<file path="src/rtl/text_pkg.sv">
// text_pkg: byte constants, FSM and cursor-command encodings shared by the text write path.
package text_pkg;
  localparam logic [7:0] CH_CR      = 8'h0D;
  localparam logic [7:0] CH_LF      = 8'h0A;
  localparam logic [7:0] CH_BS      = 8'h08;
  localparam logic [7:0] CH_FF      = 8'h0C;
  localparam logic [7:0] CH_SP      = 8'h20;
  localparam logic [7:0] CH_DEL_MAX = 8'h7E;
  typedef enum logic {ST_IDLE, ST_CLEAR} state_e;
  typedef enum logic [2:0] {CMD_NONE, CMD_ADV, CMD_NL, CMD_BACK, CMD_HOME} cur_cmd_e;
  function automatic logic is_printable(input logic [7:0] b);
    return (b >= CH_SP) && (b <= CH_DEL_MAX);
  endfunction
endpackage

</file>
<file path="src/rtl/text_cursor.sv">
// text_cursor: text cursor position with advance/newline/back/home commands and wrap logic.
module text_cursor
  import text_pkg::*;
#(
  parameter int COLS = 32,
  parameter int ROWS = 4
) (
  input  logic                    clk,
  input  logic                    reset,
  input  cur_cmd_e                cmd,
  output logic [$clog2(ROWS)-1:0] row,
  output logic [$clog2(COLS)-1:0] col,
  output logic [$clog2(ROWS)-1:0] prev_row,
  output logic [$clog2(COLS)-1:0] prev_col,
  output logic                    at_origin
);
  localparam int RW = $clog2(ROWS);
  localparam int CW = $clog2(COLS);
  localparam logic [CW-1:0] COL_MAX = CW'(COLS - 1);
  logic [RW-1:0] row_q, row_d;
  logic [CW-1:0] col_q, col_d;
  // Position one cell back in row-major order; only meaningful away from the origin.
  assign prev_col  = col_q - CW'(1);
  assign prev_row  = (col_q == '0) ? row_q - RW'(1) : row_q;
  assign at_origin = (row_q == '0) && (col_q == '0);
  assign row = row_q;
  assign col = col_q;
  always_comb begin
    row_d = row_q;
    col_d = col_q;
    case (cmd)
      CMD_ADV: begin
        col_d = col_q + CW'(1);
        row_d = (col_q == COL_MAX) ? row_q + RW'(1) : row_q;
      end
      CMD_NL: begin
        col_d = '0;
        row_d = row_q + RW'(1);
      end
      CMD_BACK: begin
        row_d = at_origin ? row_q : prev_row;
        col_d = at_origin ? col_q : prev_col;
      end
      CMD_HOME: begin
        row_d = '0;
        col_d = '0;
      end
      default: ;
    endcase
  end
  always_ff @(posedge clk or negedge reset) begin
    if (!reset) begin
      row_q <= '0;
      col_q <= '0;
    end else begin
      row_q <= row_d;
      col_q <= col_d;
    end
  end
endmodule

</file>
<file path="src/rtl/text_write_ctrl.sv">
// text_write_ctrl: sole writer of the character RAM; interprets UART bytes and runs clear sweeps.
module text_write_ctrl
  import text_pkg::*;
#(
  parameter int         COLS           = 32,
  parameter int         ROWS           = 4,
  parameter logic [7:0] BLANK          = 8'h20,
  parameter bit         CLEAR_ON_RESET = 1'b1
) (
  input  logic                    clk,
  input  logic                    reset,
  input  logic [7:0]              in_data,
  input  logic                    in_valid,
  output logic                    in_ready,
  input  logic                    clear_req,
  output logic                    we,
  output logic [$clog2(ROWS)-1:0] wrow,
  output logic [$clog2(COLS)-1:0] wcol,
  output logic [7:0]              wdata,
  output logic [$clog2(ROWS)-1:0] cur_row,
  output logic [$clog2(COLS)-1:0] cur_col,
  output logic                    busy
);
  localparam int RW = $clog2(ROWS);
  localparam int CW = $clog2(COLS);
  localparam int NW = RW + CW;
  localparam logic [NW:0] CLR_ONE = {{NW{1'b0}}, 1'b1};
  state_e        state_q, state_d;
  logic          init_q, init_d;
  logic          cr_seen_q, cr_seen_d;
  logic [NW:0]   clr_q, clr_d;
  logic          we_q, we_d;
  logic [RW-1:0] wrow_q, wrow_d;
  logic [CW-1:0] wcol_q, wcol_d;
  logic [7:0]    wdata_q, wdata_d;
  logic          busy_q, busy_d;
  cur_cmd_e      cmd;
  logic [RW-1:0] prow;
  logic [CW-1:0] pcol;
  logic          at_origin;
  logic          accept;
  // The first cycle after reset is reserved for the automatic clear, so no byte is taken then.
  assign in_ready = (state_q == ST_IDLE) && !clear_req && !init_q;
  assign accept   = in_valid && in_ready;
  text_cursor #(.COLS(COLS), .ROWS(ROWS)) u_cursor (
    .clk       (clk),
    .reset     (reset),
    .cmd       (cmd),
    .row       (cur_row),
    .col       (cur_col),
    .prev_row  (prow),
    .prev_col  (pcol),
    .at_origin (at_origin)
  );
  always_comb begin
    state_d   = state_q;
    init_d    = 1'b0;
    cr_seen_d = cr_seen_q;
    clr_d     = clr_q;
    we_d      = 1'b0;
    wrow_d    = wrow_q;
    wcol_d    = wcol_q;
    wdata_d   = wdata_q;
    busy_d    = busy_q;
    cmd       = CMD_NONE;
    if (state_q == ST_CLEAR) begin
      // The extra counter bit holds CLEAR one cycle past the last write so in_ready rises after it.
      if (clr_q[NW]) begin
        state_d   = ST_IDLE;
        busy_d    = 1'b0;
        cr_seen_d = 1'b0;
        cmd       = CMD_HOME;
      end else begin
        we_d             = 1'b1;
        {wrow_d, wcol_d} = clr_q[NW-1:0];
        wdata_d          = BLANK;
        clr_d            = clr_q + CLR_ONE;
      end
    end else if (init_q || clear_req) begin
      state_d = ST_CLEAR;
      busy_d  = 1'b1;
      clr_d   = '0;
    end else if (accept) begin
      if (is_printable(in_data)) begin
        we_d      = 1'b1;
        wrow_d    = cur_row;
        wcol_d    = cur_col;
        wdata_d   = in_data;
        cmd       = CMD_ADV;
        cr_seen_d = 1'b0;
      end else if (in_data == CH_CR) begin
        cmd       = CMD_NL;
        cr_seen_d = 1'b1;
      end else if (in_data == CH_LF) begin
        cmd       = cr_seen_q ? CMD_NONE : CMD_NL;
        cr_seen_d = 1'b0;
      end else if (in_data == CH_BS) begin
        we_d      = !at_origin;
        wrow_d    = at_origin ? wrow_q : prow;
        wcol_d    = at_origin ? wcol_q : pcol;
        wdata_d   = at_origin ? wdata_q : BLANK;
        cmd       = CMD_BACK;
        cr_seen_d = 1'b0;
      end else if (in_data == CH_FF) begin
        state_d = ST_CLEAR;
        busy_d  = 1'b1;
        clr_d   = '0;
      end else begin
        cr_seen_d = 1'b0;
      end
    end
  end
  always_ff @(posedge clk or negedge reset) begin
    if (!reset) begin
      state_q   <= ST_IDLE;
      init_q    <= CLEAR_ON_RESET;
      cr_seen_q <= 1'b0;
      clr_q     <= '0;
      we_q      <= 1'b0;
      wrow_q    <= '0;
      wcol_q    <= '0;
      wdata_q   <= '0;
      busy_q    <= 1'b0;
    end else begin
      state_q   <= state_d;
      init_q    <= init_d;
      cr_seen_q <= cr_seen_d;
      clr_q     <= clr_d;
      we_q      <= we_d;
      wrow_q    <= wrow_d;
      wcol_q    <= wcol_d;
      wdata_q   <= wdata_d;
      busy_q    <= busy_d;
    end
  end
  assign we    = we_q;
  assign wrow  = wrow_q;
  assign wcol  = wcol_q;
  assign wdata = wdata_q;
  assign busy  = busy_q;
endmodule

</file>
<file path="config.mk">
export PLATFORM = sky130hd
export DESIGN_NAME = text_write_ctrl
export DESIGN_NICKNAME = d
export VERILOG_FILES = /design/src/rtl/text_pkg.sv /design/src/rtl/text_cursor.sv /design/src/rtl/text_write_ctrl.sv
export SDC_FILE = /design/constraint.sdc
export NUM_CORES = 1
export LEC_CHECK = 0
export BUFFER_PORTS_ARGS = -buffer_cell sky130_fd_sc_hd__buf_2
export CAP_MARGIN = 20
export CORE_MARGIN = 2
export CORE_UTILIZATION = 38
export CTS_CLUSTER_SIZE = 10
export DETAILED_ROUTE_END_ITERATION = 8
export PLACE_DENSITY_LB_ADDON = 0.15
export SLEW_MARGIN = 5
export SYNTH_ARGS = -nofsm -noshare
export SYNTH_HDL_FRONTEND = slang
export SYNTH_HIERARCHICAL = 1
export SYNTH_SLANG_ARGS = --single-unit
</file>
<file path="constraint.sdc">
create_clock -name clk -period 4.1 [get_ports clk]
set_input_delay 0.205 -clock clk [delete_from_list [all_inputs] [get_ports clk]]
set_output_delay 0.205 -clock clk [all_outputs]
set_load 0.02 [all_outputs]
</file>
==> results.txt, run 1 <==
The flow ran to the end, but the final reports show violations. The checks that failed: negative hold slack. The required time of the worst setup path is about 4.3 ns. The remaining antenna violation count after routing is 0.

The number of warnings printed during yosys synthesis is 6. The most critical setup path has its startpoint at state_q. The final worst setup slack is 1.087 ns. The number of detailed-route iterations in the first pass is 4. The cell count after synthesis is between 200 and 250. Walking the worst path, the cells encountered are nor4b_4 -> nand3_1 -> nor2_1 -> nor3b_2 -> nor2_1 -> a41oi_1 -> o32ai_1. The buffer depth of the longest clock path is 2. Using the TritonRoute via totals, the vias-per-cell ratio works out to 5.436. The net count after synthesis is around 260. In the synthesized netlist, mux cells make up 7.017% of the area. The post-route non-filler standard cell count came out at approximately 350. The buffers inserted during post-CTS setup optimization is 0. In the routed design, unresolved DRC markers number 0. The final hold violation count is 23. The full die area came out at just under 7000 um2. The chip width is ~80 um. Setup repair after global routing left no endpoint under its margin. The most common cell in the netlist is dfrtp_1.

Sequential elements use a little under two fifths of the synthesized area. Of the total synthesized cell area, the portion taken by full adders, half adders and majority gates is approximately 3.2%. In this run the core area contains 28 standard-cell rows.

The violation count after the first detailed-route iteration is roughly 160. The average cell area after synthesis is between 9 and 10 um2. The critical setup path kind is reg -> reg. The chip height is roughly 82 um.

The share of the synthesized area in the top cell type came out at ~36%. The number of hold buffers added after CTS is 0. The maximum cell stage delay along the critical path is between 0.6 and 0.7 ns. The number of synthesized register bits is 35. In this run the critical register-to-register path is launched from state_q. The via count of the first global-routing pass is between 1.5k and 2k. The fraction of synthesis flops using an asynchronous set or reset pin is 100.0%. Of the total synthesized cell area, the portion taken by XOR and XNOR cells is between 2 and 3%. The minimum clock period after layout came out at 3.013 ns.

The number of primary I/O pins is 37. The biggest area contributor in the post-synthesis netlist is dfrtp_1. Across all register-to-register paths, the minimum setup slack is between 1 and 1.5 ns. The flip-flop cell with the highest count after synthesis is dfrtp_1. The total number of vias came out at approximately 1.9k. In the final layout, the share of cells above drive strength 1 is 22.83%. Across the VDD grid, the largest voltage drop is ~0.00032 V. The final weighted congestion in routability-driven placement is between 0.7 and 0.8. The final routed wire length divided by cell count is 15.00 um. The ratio of final minimum period to clock period is approximately three quarters. Prior to clock tree synthesis, the placed netlist has a worst setup slack of roughly 1.1 ns. The total of cells resized after clock tree synthesis is 0. The clock-pin slew of the registers on the worst-case setup and hold paths is 0.08 ns. The post-synthesis cell type count is 62. Yosys attributes the largest share of cell area to dfrtp_1, mux2i_1, inv_1, ha_1, o21ai_0.

The final worst clock skew is 0.008599 ns. The total of max-cap violations is 0. The transition time at the pin with the least slew margin came out at between 0.8 and 0.9 ns. The compound-cell area share of the yosys netlist is between 20 and 25%.

The initial cell density of the core is between 30% and 40%. The fill cell instance count of the final layout is 595. Including well taps, the total number of placed cells is between 300 and 400. The cell with the largest stage delay on the worst path is dfrtp_1. The number of buffers created by CTS came out at 5.

The area added between synthesis and finish is 13.28%. After synthesis, the largest family of logic cells by area is compound AO/OA/AOI/OAI gates. The leakage component of the power is approximately 1.3 nW. The final worst hold slack came out at -0.01697 ns.

The kind of end point of the critical path is a flip-flop. The post-route setup TNS came out at 0 ns. After the last flow step, the layout net total stands at approximately 300.

The number of H-tree branching levels came out at 2. The CTS sink count is 35. After synthesis the cells add up to between 2000 and 2500 um2. The most common cell type on the critical path is nor2_1. The tightest min-delay check is of the in -> async type. The post-DP HPWL came out at about 3.8 mm. The first global-routing pass estimated 8.990 mm of wire. Yosys mapped a number of flops with a built-in enable equal to 0. For this run the aggregate overflow at the end of global routing stands at 0. The number of cells on the worst reg-to-reg path is 7. STA classifies the critical path startpoint as a flip-flop.

The aggregate routed wire length is 5.264 mm. Of all nets on the critical path, the largest fanout is 25. Headroom to the max-slew limit came out at around 46%. The worst register-to-register path ends at u_cursor/col[3]. For the worst-skew pair, the clock arrives at the later sink with an insertion delay of 0.29 ns. The buffer cell driving the clock tree root is clkbuf_8.

The data arrival time at the worst-slack endpoint came out at 3.21 ns. The count of buffers added on input and output ports is 36. Summing the areas of all and, or, nand and nor instances in the mapped netlist gives between 20% and 30% of the synthesized area.

0 antenna diodes ended up in the layout. The number of antenna violations at the first check in global routing was 0. After synthesis, the most frequently instantiated cells are dfrtp_1, inv_1, o21ai_0, mux2i_1. The achievable frequency came out at approximately 0.33 GHz. Power spread over the standard cell area amounts to just under 700 nW/um2. The area of the core region is between 5000 and 6000 um2. TritonCTS built the clock tree. The largest net degree at the start of global routing came out at 36. The global-route usage over all layers came out at between 15 and 20%. The number of failing setup endpoints in the final timing report is 0. The final-report max-slew violation count is 0.
==> sequential cells by signal (all words and copies together) (netlist names) <==
name          flops
wcol              5
clr_q             8
cr_seen_q         1
u_cursor/col      5
u_cursor/row      2
wdata             8
we                1
busy              1
state_q           1
wrow              2
init_q            1
==> through the flow <==
step	hold slack (ns)	area, um2	utilization [%]	power [mW]
after detailed placement	0.3375	2547	43.03	1.551
after global placement	0.3398	2547	43.03	1.553
after CTS	0.01755	2646	44.70	1.832
final	-0.01697	2646	44.70	1.818
after global routing	0.03893	2646	44.70	1.985
after floorplan	-0.09059	2336	-	1.338
==> worst max-delay path by stage <==
| stage | end | slack, ns | cells past startpoint |
|---|---|---|---|
| floorplan | wdata[5] | 1.82 | 9 |
| global placement | u_cursor/col[3] | 1.21 | 7 |
| detailed placement | u_cursor/col[3] | 1.14 | 7 |
| CTS | u_cursor/col[3] | 1.12 | 7 |
| global route | u_cursor/col[3] | 0.84 | 7 |
| finish | u_cursor/col[3] | 1.09 | 7 |
==> power breakdown <==
| part | internal, mW | switching (mW) | total [mW] | leakage, nW |
|---|---|---|---|---|
| registers | 0.463 | 0.172 | 0.635 | 0.434 |
| clock network | 0.137 | 0.136 | 0.274 | 0.0474 |
| logic | 0.397 | 0.513 | 0.910 | 0.775 |
| total | 0.997 | 0.822 | 1.82 | 1.26 |
==> critical path, delay by kind of cell (launching register included) <==
kind             cells  cell delay (ns)
AND/OR/NAND/NOR      5             1.78
flip-flops           1             0.68
AO/OA/AOI/OAI        2             0.44
==> logic make-up after synthesis <==
kind of cell             after synthesis
AND/OR/NAND/NOR                       73
adder cells (fa/ha/maj)                6
AO/OA/AOI/OAI                         65
multiplexers                          15
buffers and inverters                 38
flip-flops                            35
XOR/XNOR                               8
other                                  1
==> metal layers <==
| metal | track usage (%) | part of all wire [%] |
|---|---|---|
| met5 | 0 | 0 |
| met1 | 24.92 | 50 |
| met2 | 26.13 | 46 |
| met3 | 3.913 | 4.2 |
| met4 | 4.500 | 0.63 |
==> layout make-up <==
class | count | area, um2 | share of cell area (%)
clock buffers | 6 | 82.58 | 3.121
clock inverters | 2 | 16.27 | 0.6147
inverters | 28 | 105.1 | 3.972
multi-input cells | 168 | 1284 | 48.51
flip-flops and latches | 35 | 877.1 | 33.14
well taps | 75 | 93.84 | 3.546
repair buffers | 37 | 187.7 | 7.092
==> layout by cell type, fill, tap and decap left out, types with 4 or more instances in the layout <==
| cell type | netlist | routed |
|---|---|---|
| buf_2 | 5 | 36 |
| dfrtp_1 | 34 | 34 |
| inv_1 | 28 | 28 |
| o21ai_0 | 14 | 14 |
| mux2i_1 | 13 | 13 |
| nor2_1 | 11 | 11 |
| nand2_1 | 11 | 11 |
| nand3_1 | 9 | 9 |
| a21oi_1 | 7 | 7 |
| nor2b_1 | 6 | 6 |
| ha_1 | 6 | 6 |
| clkbuf_8 | 0 | 6 |
| nor3_1 | 5 | 5 |
| nand2b_1 | 5 | 5 |
| o221ai_1 | 5 | 5 |
| a31oi_1 | 5 | 5 |
| xor2_1 | 4 | 4 |
| nand3b_1 | 4 | 4 |
| xnor2_1 | 4 | 4 |
Power figures use the tool's default switching activity.
==> run 2, diff against run 1 <==
--- a/config.mk
+++ b/config.mk
@@ -5,6 +5,7 @@
 export SDC_FILE = /design/constraint.sdc
 export NUM_CORES = 1
 export LEC_CHECK = 0
+export ABC_AREA = 1
 export BUFFER_PORTS_ARGS = -buffer_cell sky130_fd_sc_hd__buf_2
 export CAP_MARGIN = 20
 export CORE_MARGIN = 2
==> constraint.sdc (replaced) <==
create_clock -name clk -period 2.59 [get_ports clk]
set_input_delay 0.1295 -clock clk [delete_from_list [all_inputs] [get_ports clk]]
set_output_delay 0.1295 -clock clk [all_outputs]
set_load 0.02 [all_outputs]
==> run 2 against run 1 <==
Net effect:
- the flow now finishes without violations
- flip-flop and latch count stayed put
- worst hold slack better by 0.10 ns
- synthesized cell count is 38% higher
- area after synthesis is 1.7% higher
- highest routed layer unchanged
==> results.txt, run 2 <==
The worst voltage drop across the vdd grid is 0.0005084 V (+61%). The number of antenna violations at the first check in global routing is 0 (unchanged). The final routed wire length divided by cell count was 12.85 um (-14%). The design internal power came out at 1.415 mW (+42%). The chip width is 83.06 um (+0.79%).

Among all flip-flop cells after synthesis, the most frequent one is dfrtp_1. The chip height is 83.06 um (+0.79%). The number of buffers created by CTS is 5 (unchanged). The number of buffer and inverter instances along the worst setup path is 2 (+2). The final worst clock skew came out at 0.007186 ns (-0.001413 ns). The number of synthesized flops with an enable pin came out at 0 (unchanged). The area growth from synthesis to layout is 15.07%. The worst slew margin relative to its limit is 47.33% (+1.8 points). The layout net count is 389 (+33%). Traced cell by cell, the critical path runs through inv_2 -> nand2_1 -> nor2_2 -> nand2_1 -> a31o_2 -> inv_1 -> nand2_1 -> nor2_4 -> o21ai_1 -> nand2_2 -> nand2_1 -> nand2_1. The power per cell area is 939.7 nW/um2 (+37%).

The maximum cell stage delay along the critical path is 0.39 ns (-0.29 ns). The number of standard-cell rows in the floorplan is 28 (unchanged). The kind of end point of the critical path is a flip-flop. The maximum fanout encountered on the critical timing path is 13 (-48%). The power consumption is 2.568 mW (+41%). The number of H-tree branching levels came out at 2 (unchanged). The number of primary I/O pins is 37 (unchanged). The portion of total power attributed to sequential cells came to 33.2% (-1.7 points). The ratio of final minimum period to clock period is 83.13% (+9.7 points). The power spent charging and discharging nets is 1.153 mW (+40%). The total of max-cap violations is 0 (unchanged). The achievable frequency came out at 0.4644 GHz (+40%). The fill cell instance count of the final layout is 627 (+5.4%). The commonest non-fill, non-tap cell in the layout is nand2_1.

The top cell type by total area after synthesis is dfrtp_1. The final weighted congestion in routability-driven placement came to 0.8271 (+3.5%). The transition time at the pin with the least slew margin is 0.7901 ns (-0.02384 ns). For this design, the slowest cell found on the critical path is dfrtp_1. The minimum clock period after layout came out at 2.153 ns (-0.8595 ns).

The sum of overflow across all layers after global routing was 0 (unchanged). The number of remaining DRC errors came out at 0 (unchanged). The tightest min-delay check is of the in -> reg type.

The largest net degree at the start of global routing is 36 (unchanged). The post-synthesis cell type count came out at 32 (-48%). The total of cells resized after clock tree synthesis came out at 0 (unchanged). The most numerous cell type found on the critical path is nand2_1. The final-report max-slew violation count is 0 (unchanged).

Yosys attributes the largest share of cell area to dfrtp_1, nand2_1, nand3_1, inv_1, ha_1. Grouping stages by cell kind, the critical path spends the most delay in simple AND/OR/NAND/NOR gates. The fraction of synthesis flops using an asynchronous set or reset pin was 100.0% (unchanged).

The area of the core region came out at 5991 um2 (+1.2%). The net count after synthesis came out at 350 (+35%). The via count of the first global-routing pass came out at 2059 (+13%). The post-DP HPWL came to 4.358 mm (+14%). The combinational share of power came to 49.3% (-0.7 points). The count of input and output buffers came out at 36 (unchanged). The violation count after the first detailed-route iteration came out at 93 (-41%). The required time of the worst setup path is 2.82 ns (-1.47 ns). The number of detailed-route iterations in the first pass came out at 4 (unchanged).

The total number of vias came out at 2218 (+16%). Setup repair after global routing left no endpoint under its margin. Ranked by instance count, the synthesized netlist is headed by nand2_1, nand3_1, dfrtp_1, inv_1, nor2_1.

The cell count after synthesis came to 332 (+38%). The wire length of the first global-routing pass was 9.604 mm (+6.8%). The standard cell area after detailed placement is 2619 um2 (+2.8%).

The clock latency on the worst-skew pair is 0.29 ns (about the same). The worst setup path is launched from a flip-flop. The clock-pin slew of the registers on the worst-case setup and hold paths is 0.07 ns (about the same).

The buffer depth of the longest clock path was 2 (unchanged). The remaining antenna violation count after routing came out at 0 (unchanged). The per-cell via count in the routed design is 4.962 (-8.7%). Leaving out fill and tap cells, the most frequent cells in the layout are nand2_1, nand3_1, buf_2. The critical path in this run is classified as reg -> reg.

The buffer cell driving the clock tree root is clkbuf_8. The number of failing setup endpoints in the final timing report is 0 (unchanged). The cell area after layout is 2733 um2 (+3.3%). The CTS sink count is 35 (unchanged).

The number of inserted diodes came out at 0 (unchanged). The fraction of layout instances using a drive strength above 1 is 23.66% (+0.83 points). The average cell area after synthesis is 7.153 um2 (-26%). The aggregate routed wire length was 5.743 mm (+9.1%). The most common cell in the netlist is nand2_1. The share of the synthesized area in the top cell type is 35.83% (-0.59 points). The switching part of the total is 44.91% (-0.27 points). The global-route usage over all layers came out at 17.05% (-0.27 points). The area of the mapped netlist came out at 2375 um2 (+1.7%).

The part of the power in the clock network is 17.5% (+2.4 points). The final hold violation count was 0 (-100%). The data arrival time at the worst-slack endpoint came out at 2.38 ns (-0.83 ns). The leakage component of the power is 1.507 nW (+20%).

The initial cell density of the core came to 39.64% (+0.19 points). The number of warnings printed during yosys synthesis is 6 (unchanged). TritonCTS built the clock tree.

The full die area is 6898 um2 (+1.6%). The number of synthesized register bits came to 35 (unchanged). The post-route setup TNS is 0 ns (unchanged).

The flow ran to the end, and the final reports show no timing, DRC or antenna violations. The post-synthesis sequential area ratio came out at 36.93% (-0.61 points).
==> run 2: cell count changes in the layout (fill, tap and decap cells not counted), moves of 6 or more <==
cell     delta
mux2i_1    -13
nand2_1   +103
nand2_2     +6
o21ai_0    -12
nand4_1     +7
nor2b_1     -6
nand3_1    +43
nand2_4     +6
==> run 2: worst paths after layout <==
kind | startpoint | to | slack, ns | cells past startpoint
min | in_data[4] | wdata[4] | 0.08 | 3
max in group asynchronous | reset | clr_q[1] | 1.64 | 2
min in group asynchronous | reset | u_cursor/row[1] | 0.45 | 2
max | state_q | u_cursor/col[2] | 0.44 | 12
max reg2reg | state_q | u_cursor/col[2] | 0.44 | 12
min reg2reg | busy | busy | 0.50 | 2
==> run 2: final cells by class <==
cell class	instances	area, um2	area share, %
multi-input combinational	251	1303	47.66
sequential	35	877.1	32.10
timing repair buffer	40	212.7	7.784
inverter	38	142.6	5.220
clock buffer	7	96.34	3.526
tap	75	93.84	3.434
clock inverter	1	7.507	0.2747
==> run 2: power groups by stage <==
stage / Clock [mW] / Combinational [mW] / Sequential [mW]
floorplan: 0 / 0.822 / 0.978
global route: 0.485 / 1.43 / 0.881
detailed placement: 0 / 1.27 / 0.864
global placement: 0 / 1.26 / 0.867
finish: 0.449 / 1.27 / 0.853
CTS: 0.468 / 1.28 / 0.854
==> run 2: timing repair <==
item | CTS | global route
buffers inserted | 0 | 0
endpoints found under the setup margin | 0 | 0
endpoints found under the hold margin | 34 | 0
hold buffers | 1 | 0
==> run 2: logic make-up (layout without fill, tap and decap cells) <==
group | count (synthesis) | in the layout | share of synthesized area, %
AND/OR/NAND/NOR | 231 | 231 | 47.79
XOR/XNOR | 1 | 1 | 0.3689
other | 1 | 1 | 0.1579
AO/OA/AOI/OAI | 12 | 12 | 3.373
buffers and inverters | 46 | 86 | 8.219
adder cells (fa/ha/maj) | 6 | 6 | 3.161
flip-flops | 35 | 35 | 36.93
==> run 2: metrics by stage <==
step           setup WS, ns  std cells  hold WS, ns  utilization [%]
2_1_floorplan        0.7178        332      -0.1661                -
3_3_place_gp         0.4909        438       0.2716            43.71
3_5_place_dp         0.4596        438       0.2673            43.71
4_1_cts              0.4456        447      0.07820            45.61
5_1_grt              0.2710        447       0.1056            45.61
6_report             0.4369        447      0.08264            45.61
==> run 2: layer usage <==
layer,global-route usage [%],up-vias,routed length (um)
met5,0,-,0
met1,23.16,1017,2806
met3,3.877,4,310
li1,-,1134,-
met2,27.42,63,2574
met4,4.471,0,52
==> run 2: worst min-delay path, delay by kind of cell <==
kind / cells / cell delay [ns]
AND/OR/NAND/NOR: 2 / 0.12
buffers and inverters: 1 / 0.09
